**src/rtl/uart_pkg.sv**
```systemverilog
// Shared UART types and constants, used by both the TX and RX engines.
package uart_pkg;

  typedef enum logic [2:0] {NONE, EVEN, ODD, MARK, SPACE} parity_t;

  typedef enum logic [2:0] {IDLE, START, DATA, PARITY, STOP} tx_state_t;

  localparam int unsigned MIN_BITS   = 5;
  localparam logic        IDLE_LEVEL = 1'b1;

  // Level of the parity bit, given the XOR of all data bits sent.
  function automatic logic parity_bit(input parity_t mode, input logic data_xor);
    case (mode)
      EVEN:    return data_xor;
      ODD:     return ~data_xor;
      MARK:    return 1'b1;
      SPACE:   return 1'b0;
      default: return 1'b1;
    endcase
  endfunction

endpackage

```
**src/rtl/uart_baud_gen.sv**
```systemverilog
// Bit-period timer: loads the divisor on restart and on every tick, and
// ticks on the last clock cycle of each bit.
module uart_baud_gen #(
  parameter int unsigned DIV_W = 16
) (
  input  logic             clk,
  input  logic             reset,
  input  logic             restart,
  input  logic [DIV_W-1:0] div,
  output logic             tick
);

  logic [DIV_W-1:0] cnt;

  assign tick = (cnt == DIV_W'(1));

  always_ff @(posedge clk or posedge reset) begin
    if (reset) begin
      cnt <= '0;
    end else if (restart || tick) begin
      cnt <= (div == '0) ? DIV_W'(1) : div;
    end else if (cnt != '0) begin
      cnt <= cnt - DIV_W'(1);
    end
  end

endmodule

```
**src/rtl/uart_tx_engine.sv**
```systemverilog
// UART transmit engine: one character per vld/rdy handshake, serialised on txd
// with a per-character frame format and runtime-programmable baud divisor.
module uart_tx_engine
  import uart_pkg::*;
#(
  parameter int unsigned DATA_MAX = 9,
  parameter int unsigned DIV_W    = 16
) (
  input  logic                clk,
  input  logic                reset,
  input  logic                vld,
  output logic                rdy,
  input  logic [DATA_MAX-1:0] data,
  input  logic [3:0]          data_bits,
  input  parity_t             parity,
  input  logic                stop2,
  input  logic [DIV_W-1:0]    baud_div,
  output logic                txd,
  output logic                busy,
  output logic                done
);

  tx_state_t           state;
  logic [DATA_MAX-1:0] shreg;
  logic [3:0]          bit_cnt;
  logic [3:0]          nbits_q;
  parity_t             par_q;
  logic                stop2_q;
  logic                stop_cnt;
  logic                par_acc;
  logic [DIV_W-1:0]    div_q;
  logic [DIV_W-1:0]    div_in;
  logic [3:0]          nbits_in;
  parity_t             par_in;
  logic                xfer;
  logic                tick;
  logic                last_data_xor;

  assign rdy  = (state == IDLE);
  assign busy = ~rdy;
  assign xfer = vld && rdy;
  assign done = (state == STOP) && tick && (stop_cnt == stop2_q);
  assign last_data_xor = par_acc ^ shreg[0];

  // While idle the timer follows the live divisor so the start bit is timed
  // from the value latched at the transfer edge.
  assign div_in = rdy ? baud_div : div_q;

  always_comb begin
    nbits_in = data_bits;
    if (data_bits < 4'(MIN_BITS))
      nbits_in = 4'(MIN_BITS);
    else if (data_bits > 4'(DATA_MAX))
      nbits_in = 4'(DATA_MAX);
  end

  always_comb begin
    par_in = NONE;
    case (parity)
      EVEN, ODD, MARK, SPACE: par_in = parity;
      default:                par_in = NONE;
    endcase
  end

  uart_baud_gen #(.DIV_W(DIV_W)) u_baud_gen (
    .clk     (clk),
    .reset   (reset),
    .restart (xfer),
    .div     (div_in),
    .tick    (tick)
  );

  always_ff @(posedge clk or posedge reset) begin
    if (reset) begin
      state    <= IDLE;
      txd      <= IDLE_LEVEL;
      shreg    <= '0;
      bit_cnt  <= '0;
      nbits_q  <= 4'(MIN_BITS);
      par_q    <= NONE;
      stop2_q  <= 1'b0;
      stop_cnt <= 1'b0;
      par_acc  <= 1'b0;
      div_q    <= DIV_W'(1);
    end else begin
      case (state)
        IDLE: begin
          if (vld) begin
            state    <= START;
            txd      <= 1'b0;
            shreg    <= data;
            nbits_q  <= nbits_in;
            par_q    <= par_in;
            stop2_q  <= stop2;
            div_q    <= (baud_div == '0) ? DIV_W'(1) : baud_div;
            bit_cnt  <= '0;
            stop_cnt <= 1'b0;
            par_acc  <= 1'b0;
          end
        end
        START: begin
          if (tick) begin
            state <= DATA;
            txd   <= shreg[0];
          end
        end
        DATA: begin
          if (tick) begin
            par_acc <= last_data_xor;
            if (bit_cnt == nbits_q - 4'd1) begin
              bit_cnt <= '0;
              if (par_q != NONE) begin
                state <= PARITY;
                txd   <= parity_bit(par_q, last_data_xor);
              end else begin
                state <= STOP;
                txd   <= 1'b1;
              end
            end else begin
              bit_cnt <= bit_cnt + 4'd1;
              shreg   <= shreg >> 1;
              txd     <= shreg[1];
            end
          end
        end
        PARITY: begin
          if (tick) begin
            state <= STOP;
            txd   <= 1'b1;
          end
        end
        STOP: begin
          if (tick) begin
            if (stop_cnt == stop2_q) begin
              state <= IDLE;
              txd   <= IDLE_LEVEL;
            end else begin
              stop_cnt <= 1'b1;
            end
          end
        end
        default: begin
          state <= IDLE;
          txd   <= IDLE_LEVEL;
        end
      endcase
    end
  end

endmodule

```
**config.mk**
```make
export PLATFORM = sky130hd
export DESIGN_NAME = uart_tx_engine
export DESIGN_NICKNAME = d
export VERILOG_FILES = /design/src/rtl/uart_pkg.sv /design/src/rtl/uart_baud_gen.sv /design/src/rtl/uart_tx_engine.sv
export SDC_FILE = /design/constraint.sdc
export NUM_CORES = 1
export LEC_CHECK = 0
export ABC_AREA = 0
export BUFFER_PORTS_ARGS = -buffer_cell sky130_fd_sc_hd__buf_2
export CAP_MARGIN = 10
export CORE_UTILIZATION = 52
export CTS_CLUSTER_DIAMETER = 60
export DETAILED_ROUTE_END_ITERATION = 12
export PLACE_DENSITY = 0.74
export SYNTH_ARGS = -nofsm -noshare
export SYNTH_HDL_FRONTEND = slang
export SYNTH_SLANG_ARGS = --single-unit
export TNS_END_PERCENT = 5
```
**constraint.sdc**
```tcl
create_clock -name clk -period 2.4 [get_ports clk]
set_clock_uncertainty 0.05 [all_clocks]
set_input_delay 0.48 -clock clk [delete_from_list [all_inputs] [get_ports clk]]
set_output_delay 0.48 -clock clk [all_outputs]
set_load 0.1 [all_outputs]
```
==> results.json <==
{
  "maxCapViolations": 0,
  "finalHoldViolCount": 0,
  "grt_max_degree": 31,
  "hold_class": "input port to asynchronous set/reset pin",
  "avgRoutedWirePerCell_um": 16.17,
  "ir_drop_mv": 0.4221,
  "worstSetupPathType": "flip-flop to output pin",
  "setup_slack_ps": -76.78,
  "ys_warn_count": 0,
  "seqPwrFrac_pct": 46.4,
  "cp.arrival_ps": 1950,
  "hpwlAfterDp_um": 5667,
  "vias": 2967,
  "synth_area_per_cell_um2": 8.955,
  "slew_headroom_pct": 67.85,
  "nFillCells": 475,
  "cp_common_cell": "buf_4",
  "violations": "negative setup slack",
  "layout_min_cycle_time_ps": 2477,
  "path_cells": "buf_4 > nor4_4 > nand4_1 > buf_4 > nor3_4 > buf_12",
  "numPlacedInstances": 481,
  "root_buffer": "clkbuf_8",
  "overflow": 0,
  "yosysTopAreaCell": "dfrtp_1",
  "start_kind": "flip-flop",
  "design_area_mm2": 0.004010,
  "synth_area_leaders": "dfrtp_1 (42%), nand2_1 (10%), mux2i_1 (4.0%), o21ai_0 (3.6%), dfstp_2 (3.2%)",
  "grt_pass1_wl_um": 13200,
  "num_antenna_cells": 0,
  "coreArea_mm2": 0.005956,
  "finish.utilization_pct": 67.33,
  "end_kind": "output pin",
  "cts_num_sinks": 59,
  "cts_tree": "yes",
  "p_int_mw": 1.876,
  "io_pins": 40,
  "drcViolationCount": 0,
  "chipWidth_um": 80.96,
  "power_density_mw_per_mm2": 638.7,
  "fin_cells": 502,
  "gp_congestion": 0.8900,
  "grt_setup_unrepaired": "true",
  "yosysSeqAreaShare_pct": 45.70,
  "io_buffers": 39,
  "routed_via_density": 5.910,
  "htree_levels": 3,
  "critPathTopFamily": "simple AND/OR/NAND/NOR gates",
  "clockBufferDepth": 2,
  "antenna_found_initial": 0,
  "detail-route-antenna-nets": 0,
  "grt_use_total_pct": 27.04,
  "synth_area_mm2": 0.003242,
  "grt_pass1_vias": 2711,
  "synth_nets": 402,
  "drt_iter0_drc": 198,
  "power_leakage_nw": 1.852,
  "synth_cell_type_count": 53,
  "first_pass_iters": 5,
  "setup_viol": 2,
  "fmax_ghz": 0.4038,
  "placed_area_mm2": 0.003704,
  "final_cell_mix": "nand2_1 (90), dfrtp_1 (53), buf_2 (37)",
  "crit_slowest_cell": "dfrtp_1",
  "clk_pin_slew_ps": 70,
  "max_stage_delay_ps": 400,
  "async_reset_ff_share_pct": 100.0,
  "tightest_slew_ps": 468.9,
  "insertion_delay_ps": 340,
  "path_buf_inv": 3,
  "p_total_mw": 2.561,
  "swShare_pct": 26.75,
  "hold_buffers": 0,
  "ys.flop_type": "dfrtp_1",
  "path_max_fanout": 5,
  "register_area_mm2": 0.001484,
  "slew_viol_final": 0,
  "post-route-period-util_pct": 103.2,
  "multi_input_area_mm2": 0.001743,
  "chipHeight_um": 80.96,
  "syn_to_final_growth_pct": 23.70,
  "cts_made_buffers": 9,
  "crit_start": "u_baud_gen.cnt[5]",
  "synth_enable_flop_cells": 0,
  "die_area_mm2": 0.006554,
  "fin_nets": 462,
  "run_status": "complete, but fails checks",
  "clock_power_share_pct": 40.4,
  "drive_above_1_share_pct": 24.12,
  "final_common_cell": "nand2_1",
  "drt_wl_total_um": 8119,
  "start_util_pct": 54.43,
  "synth-seq-cells": 59,
  "rows": 28,
  "p_comb_share_pct": 13.2,
  "netlist_instances": 362,
  "netlist.area_leader.share_pct": 42.45,
  "power_switching_uw": 685.2,
  "r2r_start": "u_baud_gen.cnt[7]",
  "required_ps": 1870
}
-- routing by layer --
metal | wire length (um) | vias up | track usage (%)
met5 | 0 | - | 0
met4 | 99 | 0 | 10.71
met3 | 370 | 10 | 4.831
met2 | 3814 | 93 | 41.93
met1 | 3835 | 1445 | 37.55
li1 | - | 1419 | -
-- through the flow --
stage / hold slack (ps) / worst slack [ps] / setup TNS [ps]
5_1_grt: 52.84 / -143.8 / -208.2
2_1_floorplan: 407.0 / -39.47 / -39.47
3_3_place_gp: 396.8 / 33.50 / 0
3_5_place_dp: 399.3 / -137.0 / -396.6
6_report: 33.64 / -76.78 / -78.03
4_1_cts: 37.00 / -89.23 / -89.23
-- state kept, by name, summed over array words and instances (netlist names) --
signal	count
par_q	3
bit_cnt	4
stop_cnt	1
shreg	9
stop2_q	1
u_baud_gen.cnt	16
nbits_q	4
txd	1
div_q	16
state	3
par_acc	1
-- cells in the mapped netlist (3+ instances only) --
library cell  number
a211oi_1           3
a21oi_1           11
a22oi_1            9
a31oi_1            3
buf_2              4
clkbuf_1          10
dfrtp_1           55
dfstp_2            4
ha_1               4
inv_1              8
mux2i_1           13
nand2_1           90
nand3_1            8
nand3b_1           4
nand4_1            3
nor2_1            16
nor2b_1            4
nor3_1            12
nor3b_1            3
nor4_1             8
o21ai_0           23
o22ai_1            4
o2bb2ai_1          8
o31ai_1            3
or4_1              5
xnor2_1           10
xor2_1             6
-- power by group through the flow --
stage	logic [mW]	clock network, mW	registers, mW
after floorplan	0.181	0	1.17
after global placement	0.288	0	1.17
after detailed placement	0.294	0	1.18
after CTS	0.309	1.04	1.17
after global routing	0.371	1.07	1.20
final	0.337	1.03	1.19
-- worst reg2reg max path, cell delays in order (launching register included) --
cell and delay [ps]:
dfrtp_1 430, or4_4 550, or4_4 520, or4_1 430, xor2_1 200, o22ai_2 90
-- cell families after synthesis --
kind of cell	count (synthesis)	synth area share, %
AOI/OAI and AO/OA	76	15.55
and+or+nand+nor	168	24.86
buffers and inverters	24	2.934
adders and majority gates	4	1.544
xor gates and xnor gates	17	5.056
DFF	59	45.70
muxes	14	4.361
-- area by class of cell --
class                           instances  share of cell area [%]
Clock buffer                           11                   3.775
Clock inverter                          5                   1.872
Inverter                                8                  0.7488
Multi-Input combinational cell        279                   43.46
Sequential cell                        59                   37.00
Tap cell                               75                   2.340
Timing Repair Buffer                   65                   10.80
-- worst paths after layout --
| kind | endpoint | cells after the start | slack, ps |
|---|---|---|---|
| setup / recovery | done | 6 | -80 |
| hold / removal | shreg[6] | 2 | 30 |
| setup reg to reg | u_baud_gen.cnt[13] | 5 | 0 |
| hold reg to reg | txd | 2 | 430 |
| max in group asynchronous | div_q[0] | 3 | 1710 |
| min in group clk | stop2_q | 3 | 300 |
-- what timing repair did --
| action | 4_1_cts | 5_1_grt |
|---|---|---|
| gates resized for setup | 4 | 5 |
| endpoints found under the setup margin | 5 | 17 |
| pin swaps | 3 | 2 |
| setup buffers | 1 | 4 |
No activity file was read; power rests on OpenSTA's default activity.
